`src/rtl/spike_synapse_decoder.sv`:
```
// Spike-train receiver: rebuilds a leaky synaptic current from weighted spikes and
// measures the firing rate over a fixed window of enabled cycles.
module spike_synapse_decoder #(
  parameter int unsigned WIDTH       = 8,
  parameter int unsigned DECAY_SHIFT = 2,
  parameter int unsigned WINDOW      = 16,
  parameter int unsigned RATE_W      = 8
) (
  input  logic              clk,
  input  logic              rst,
  input  logic              en,
  input  logic              spike_in,
  input  logic [WIDTH-1:0]  weight,
  input  logic              inhibit,
  output logic [WIDTH-1:0]  current_out,
  output logic              sat_flag,
  output logic [RATE_W-1:0] rate_out,
  output logic              rate_valid
);

  localparam int unsigned WinW = (WINDOW > 1) ? $clog2(WINDOW) : 1;
  localparam int unsigned SumW = WIDTH + 2;
  localparam logic [WinW-1:0]        WinLast = WinW'(WINDOW - 1);
  localparam logic signed [SumW-1:0] CurMax  = {2'b00, {WIDTH{1'b1}}};

  logic [WIDTH-1:0]  cur_q, cur_d;
  logic              sat_q, sat_d;
  logic [RATE_W-1:0] rate_q, rate_d;
  logic              valid_q, valid_d;
  logic [WinW-1:0]   win_q, win_d;
  logic [RATE_W-1:0] spk_q, spk_d;

  logic [WIDTH-1:0]        shifted;
  logic [WIDTH-1:0]        leak;
  logic signed [SumW-1:0]  sum;
  logic [RATE_W-1:0]       spk_next;

  always_comb begin
    cur_d    = cur_q;
    sat_d    = 1'b0;
    rate_d   = rate_q;
    valid_d  = 1'b0;
    win_d    = win_q;
    spk_d    = spk_q;
    shifted  = cur_q >> DECAY_SHIFT;
    leak     = shifted;
    sum      = '0;
    spk_next = spk_q;

    // Small nonzero currents still leak by one so the current always reaches zero.
    if (shifted == '0 && cur_q != '0) begin
      leak = WIDTH'(1);
    end

    if (en) begin
      sum = $signed({2'b00, cur_q}) - $signed({2'b00, leak});
      if (spike_in) begin
        if (inhibit) sum = sum - $signed({2'b00, weight});
        else         sum = sum + $signed({2'b00, weight});
      end

      if (sum[SumW-1]) begin
        cur_d = '0;
      end else if (sum > CurMax) begin
        cur_d = '1;
        sat_d = 1'b1;
      end else begin
        cur_d = sum[WIDTH-1:0];
      end

      if (spike_in && spk_q != '1) begin
        spk_next = spk_q + RATE_W'(1);
      end

      // The closing cycle's spike is folded into the published count.
      if (win_q == WinLast) begin
        rate_d  = spk_next;
        valid_d = 1'b1;
        spk_d   = '0;
        win_d   = '0;
      end else begin
        spk_d = spk_next;
        win_d = win_q + WinW'(1);
      end
    end
  end

  always_ff @(posedge clk or posedge rst) begin
    if (rst) begin
      cur_q   <= '0;
      sat_q   <= 1'b0;
      rate_q  <= '0;
      valid_q <= 1'b0;
      win_q   <= '0;
      spk_q   <= '0;
    end else begin
      cur_q   <= cur_d;
      sat_q   <= sat_d;
      rate_q  <= rate_d;
      valid_q <= valid_d;
      win_q   <= win_d;
      spk_q   <= spk_d;
    end
  end

  assign current_out = cur_q;
  assign sat_flag    = sat_q;
  assign rate_out    = rate_q;
  assign rate_valid  = valid_q;

endmodule

```
`config.mk`:
```
export PLATFORM = sky130hd
export DESIGN_NAME = spike_synapse_decoder
export DESIGN_NICKNAME = d
export VERILOG_FILES = /design/src/rtl/spike_synapse_decoder.sv
export SDC_FILE = /design/constraint.sdc
export NUM_CORES = 1
export LEC_CHECK = 0
export CAP_MARGIN = 20
export CORE_ASPECT_RATIO = 1.4
export CORE_MARGIN = 2
export CORE_UTILIZATION = 44
export DETAILED_ROUTE_END_ITERATION = 10
export PLACE_DENSITY_LB_ADDON = 0.15
export SETUP_SLACK_MARGIN = 0.02
export SYNTH_ARGS = -nofsm -noshare
export SYNTH_HDL_FRONTEND = slang
export SYNTH_SLANG_ARGS = --single-unit
export TNS_END_PERCENT = 100
```
`constraint.sdc`:
```
create_clock -name clk -period 7.8 [get_ports clk]
set_clock_uncertainty 0.05 [all_clocks]
set_input_delay 1.56 -clock clk [delete_from_list [all_inputs] [get_ports clk]]
set_output_delay 1.56 -clock clk [all_outputs]
set_load 0.05 [all_outputs]
```
## Yosys cells after proc, flatten, opt, wreduce, memory -nomap -nowiden

Index checks and enable logic that the tools add are counted.

- Add/sub/neg operators: 5
- $lt $le $gt $ge: 1
- Equality and inequality tests: 2
- Mux-type cells: 14
- Reduce and logical (&&, ||, !) cells: 5

Operator list:

| operator | number |
|---|---|
| two-way mux 8 bit | 4 |
| two-way mux 10 bit | 3 |
| adder 9 x 9 -> 10 bit | 1 |
| greater-than comparator 10 x 9 -> 1 bit, second input constant | 1 |
| subtractor 9 x 9 -> 10 bit | 1 |
| subtractor 8 x 6 -> 9 bit | 1 |
| adder 8 x 1 -> 8 bit, second input constant | 1 |
| zero test 8 bit | 1 |
| inequality test 8 bit, second input constant | 1 |
| nonzero test 8 bit | 1 |
| two-way mux 6 bit | 1 |
| two-way mux 1 bit | 5 |
| adder 4 x 1 -> 4 bit, second input constant | 1 |
| == test 4 bit, second input constant | 1 |
| two-way mux 4 bit | 1 |
| logical AND 1 bit | 2 |
| AND reduction 2 bit | 1 |

- Flip-flop bits (word level): 30
- Input port bits: 13
- Output and inout port bits: 18
- Logic and storage cells: 33

## Depth between registers and ports, before layout

- Depth after elaboration: 12
- Mapped depth: 17
- Gate-level depth less buffers: 17

## Worst setup path after synthesis

OpenSTA, ideal clock, no wires.

- Path kind: register -> register
- From: register cur_q[1] (netlist: current_out[1])
- To: register cur_q[0] (netlist: current_out[0])
- Setup time: 0.110 ns
- Arrival time: 3.886 ns
- Data required time: 7.640 ns
- Setup slack: 3.754 ns
- Stages on the path, launching flop included: 18
- Path buffers: 0
- Clock period less this slack: 4.046 ns
- Cells stage by stage: dfrtp_1 > nor2_1 > nor3_1 > a41o_1 > ha_1 > inv_1 > fa_1 > a21oi_1 > inv_1 > a21oi_1 > xnor2_1 > ha_1 > a21o_1 > a31oi_1 > a21oi_1 > o311ai_2 > o211ai_4 > o41ai_1

- Longest elaborated chain between the ends: 11
- Elaborated cells on any way between the ends: 12
- Classes of those cells: add/sub: 3; order compare: 1; mux: 6; reduce/logical: 2

Ends and longest elaborated chain:

| item | RTL line | RTL |
|---|---|---|
| start, declared | 26 | `logic [WIDTH-1:0] cur_q, cur_d;` |
| start signal, assigned | 97 | `cur_q <= cur_d;` |
| nonzero test 8 bit | 51 | `if (shifted == '0 && cur_q != '0) begin` |
| logical AND 1 bit | 51 |  |
| two-way mux 6 bit | 51 |  |
| subtractor 8 x 6 -> 9 bit (*) | 56 | `sum = $signed({2'b00, cur_q}) - $signed({2'b00, leak});` |
| adder 9 x 9 -> 10 bit or subtractor 9 x 9 -> 10 bit (tied branches) | 59, 58 |  |
| two-way mux 10 bit | 58 | `if (inhibit) sum = sum - $signed({2'b00, weight});` |
| two-way mux 10 bit (*) | 57 | `if (spike_in) begin` |
| two-way mux 10 bit (*) | 55 | `if (en) begin` |
| greater-than comparator 10 x 9 -> 1 bit | 64 | `end else if (sum > CurMax) begin` |
| two-way mux 8 bit | 64 |  |
| two-way mux 8 bit (*) | 62 | `if (sum[SumW-1]) begin` |

Every way passes the cells marked *; elsewhere a longest branch is shown, timed or not. The select of a mux whose other input is x is not followed.
A chain may end at the register's enable or synchronous reset.

## Worst setup path after layout

- From: input weight[0]
- To: register cur_q[4] (netlist: current_out[4])

- Longest elaborated chain between the ends: 7
- Elaborated cells on any way between the ends: 8
- Classes of those cells: add/sub: 2; order compare: 1; mux: 5

Ends and longest elaborated chain:

| item | RTL line | RTL |
|---|---|---|
| start, declared | 13 | `input logic [WIDTH-1:0] weight,` |
| adder 9 x 9 -> 10 bit or subtractor 9 x 9 -> 10 bit (tied branches) | 59, 58 |  |
| two-way mux 10 bit (*) | 58 |  |
| two-way mux 10 bit (*) | 57 |  |
| two-way mux 10 bit (*) | 55 |  |
| greater-than comparator 10 x 9 -> 1 bit | 64 |  |
| two-way mux 8 bit | 64 |  |
| two-way mux 8 bit (*) | 62 |  |

Marks and branches as above.

==> run metrics <==
startpoint class of the critical path primary input; post-layout min period 4.491 ns; Top Ports 31; Hold-fix buffers, CTS 0; NumNets Final 347; CTS H-tree depth 2; top-count cell post-synth dfrtp_1; Clock Sinks 30; post-synthesis sequential area ratio 0.3119; synth warn 0; CP max-delay cell clkdlybuf4s50_1; Clk pin slew, worst setup/hold paths 0.07 ns; CP max stage delay 0.54 ns; ordered list of cells on the worst path clkdlybuf4s50_1, inv_1, ha_1, a21oi_1, xnor2_1, ha_1, a21o_1, a31oi_1, a21oi_1, o311ai_2, o211ai_4, o41ai_1; Fin. Hold Viols 0; Antenna Nets Post-Route 0; CP Buf/Inv Count 2; Resize count post-CTS 0; ys async rst share 1.000; maxcap violations 0; synth cell count leaders dfrtp_1, nand2_1, nor2_1; Core Area 5236 µm²; final wirelength 5.575 mm; maximum number of pins on one net before global-route repair 31; CTS Buf Count 5; Mapped Cells 283; Synth area leaders dfrtp_1, ha_1, xnor2_1; vias in the first global route 2008; die height just over 90 µm; Yosys cell types 49; final std cells w/o fill roughly 380; DRC violations left 0; hold path depth 2; Inst Count DP about 370; Initial Utilization 0.4597; fin. max-slew vios 0; Post-Syn Area 2407 µm²; top cell type's share of synthesized area 0.3119; fmax 0.2227 GHz; clk buf depth 2; setup bufs post-CTS 0; Slew @ Worst Pin 0.6415 ns; Rel. slew slack 0.5710; aggregate global-route resource usage 0.2008; Final Cycle Share 0.5757; CTS root buf clkbuf_8; hold slack final 0.4323 ns; Port Buffers 30; Data required, critical path just under 8 ns; via count 2115; WS Path Type in2reg; Worst R2R Path Depth 17; Area Overhead vs Synth 19.07%; die area 6087 µm²; drt via density 5.551; initial antenna violation count 0; #FFs+latches synth 30; Worst Path Max Fanout 7; DP HPWL around 4.4 mm; WL per Instance roughly 15 µm; share of layout cells above drive strength 1 0.07619; First DRT Iteration DRCs 81; GRT overflow 0; die width 66.52 µm; Post-synth EDFFs 0; Worst setup EP type register; Arr. time, crit path 4.59 ns; ys flop type dfrtp_1; DR pass1 iterations 4; Skew-Pair Late Insertion Delay 0.28 ns; fillers 496; status complete, no violations; Ant. Diodes 0; Hold Startpoint rate_out[1]; Hold Crit Class reg2reg; cell accounting for the most synthesized area dfrtp_1; worst reg2reg path endpoint current_out[4]; Setup violations, final 0; TritonCTS clock tree yes; setup TNS 0 ns; RSZ-0062 raised after global routing no; global-route wire length before repair between 9 and 10 mm; worst reg2reg setup slack 3.52 ns; RR Startpoint current_out[1]; kind of cell adding the most delay to the critical path compound AO/OA/AOI/OAI gates; # rows 31; Synth Net Count 316; Hold EP rate_out[1]; synthesized area per cell between 8 and 9 µm²; Final GP Congestion 0.8442
==> how the worst max path moves through the flow <==
stage                   start        endpoint  slack, ns  cells past startpoint
6_report            weight[0]  current_out[4]       3.31                     12
5_1_grt             weight[0]  current_out[6]       3.07                     12
4_1_cts             weight[0]  current_out[6]       3.31                     12
3_5_place_dp        weight[0]  current_out[6]       3.03                     12
3_3_place_gp        weight[0]  current_out[6]       3.18                     11
2_1_floorplan  current_out[1]  current_out[0]       3.75                     17
==> flip-flops by register name, summed over array words and instances, names as in the netlist <==
signal,cells
current_out,8
rate_out,8
spk_q,8
win_q,4
rate_valid,1
sat_flag,1
==> cell families after synthesis <==
logic type | synth area share
buffers and inverters | 0.04054
flip-flops | 0.3119
AO/OA/AOI/OAI | 0.2225
AND/OR/NAND/NOR | 0.2001
adder cells (fa/ha/maj) | 0.1102
multiplexers | 0.03118
XOR/XNOR | 0.08368
==> layer usage <==
layer	part of all wire	global-route usage	vias up	wire [µm]
met5	0	0	-	0
met2	0.52	0.3467	25	2926
met4	0.024	0.07823	0	136
li1	-	-	1095	-
met1	0.43	0.2449	985	2396
met3	0.021	0.02974	10	116
==> stage by stage <==
stage | util | setup WS (ns) | area [µm²]
floorplan | - | 3.754 | 2407
global placement | 0.5293 | 3.175 | 2771
detailed placement | 0.5293 | 3.030 | 2771
CTS | 0.5474 | 3.311 | 2867
global route | 0.5474 | 3.067 | 2867
finish | 0.5474 | 3.309 | 2867
==> cells in the final DEF, fill, tap and decap left out, types with 14 or more instances in the layout <==
master / instances
nor2_1: 25
o21ai_0: 22
inv_1: 16
xnor2_1: 16
nor3_1: 14
a21oi_1: 15
ha_1: 18
dfrtp_1: 30
clkdlybuf4s50_1: 30
nand2_1: 27
==> tightest hold or removal path, delay by kind of cell (launching register included) <==
kind	cells	cell delay [ns]
flip-flops	1	0.34
AND/OR/NAND/NOR	1	0.04
AO/OA/AOI/OAI	1	0.06
==> final cells by class <==
type / count / area, µm² / area share
Timing Repair Buffer: 31 / 307.8 / 0.1074
Clock buffer: 6 / 82.58 / 0.02881
Multi-Input combinational cell: 227 / 1559 / 0.5439
Inverter: 19 / 71.32 / 0.02488
Clock inverter: 2 / 12.51 / 0.004365
Sequential cell: 30 / 750.7 / 0.2619
Tap cell: 66 / 82.58 / 0.02881
Power is not shown: default switching activity piles up to over one toggle a cycle in this logic, so the estimate is an artifact.
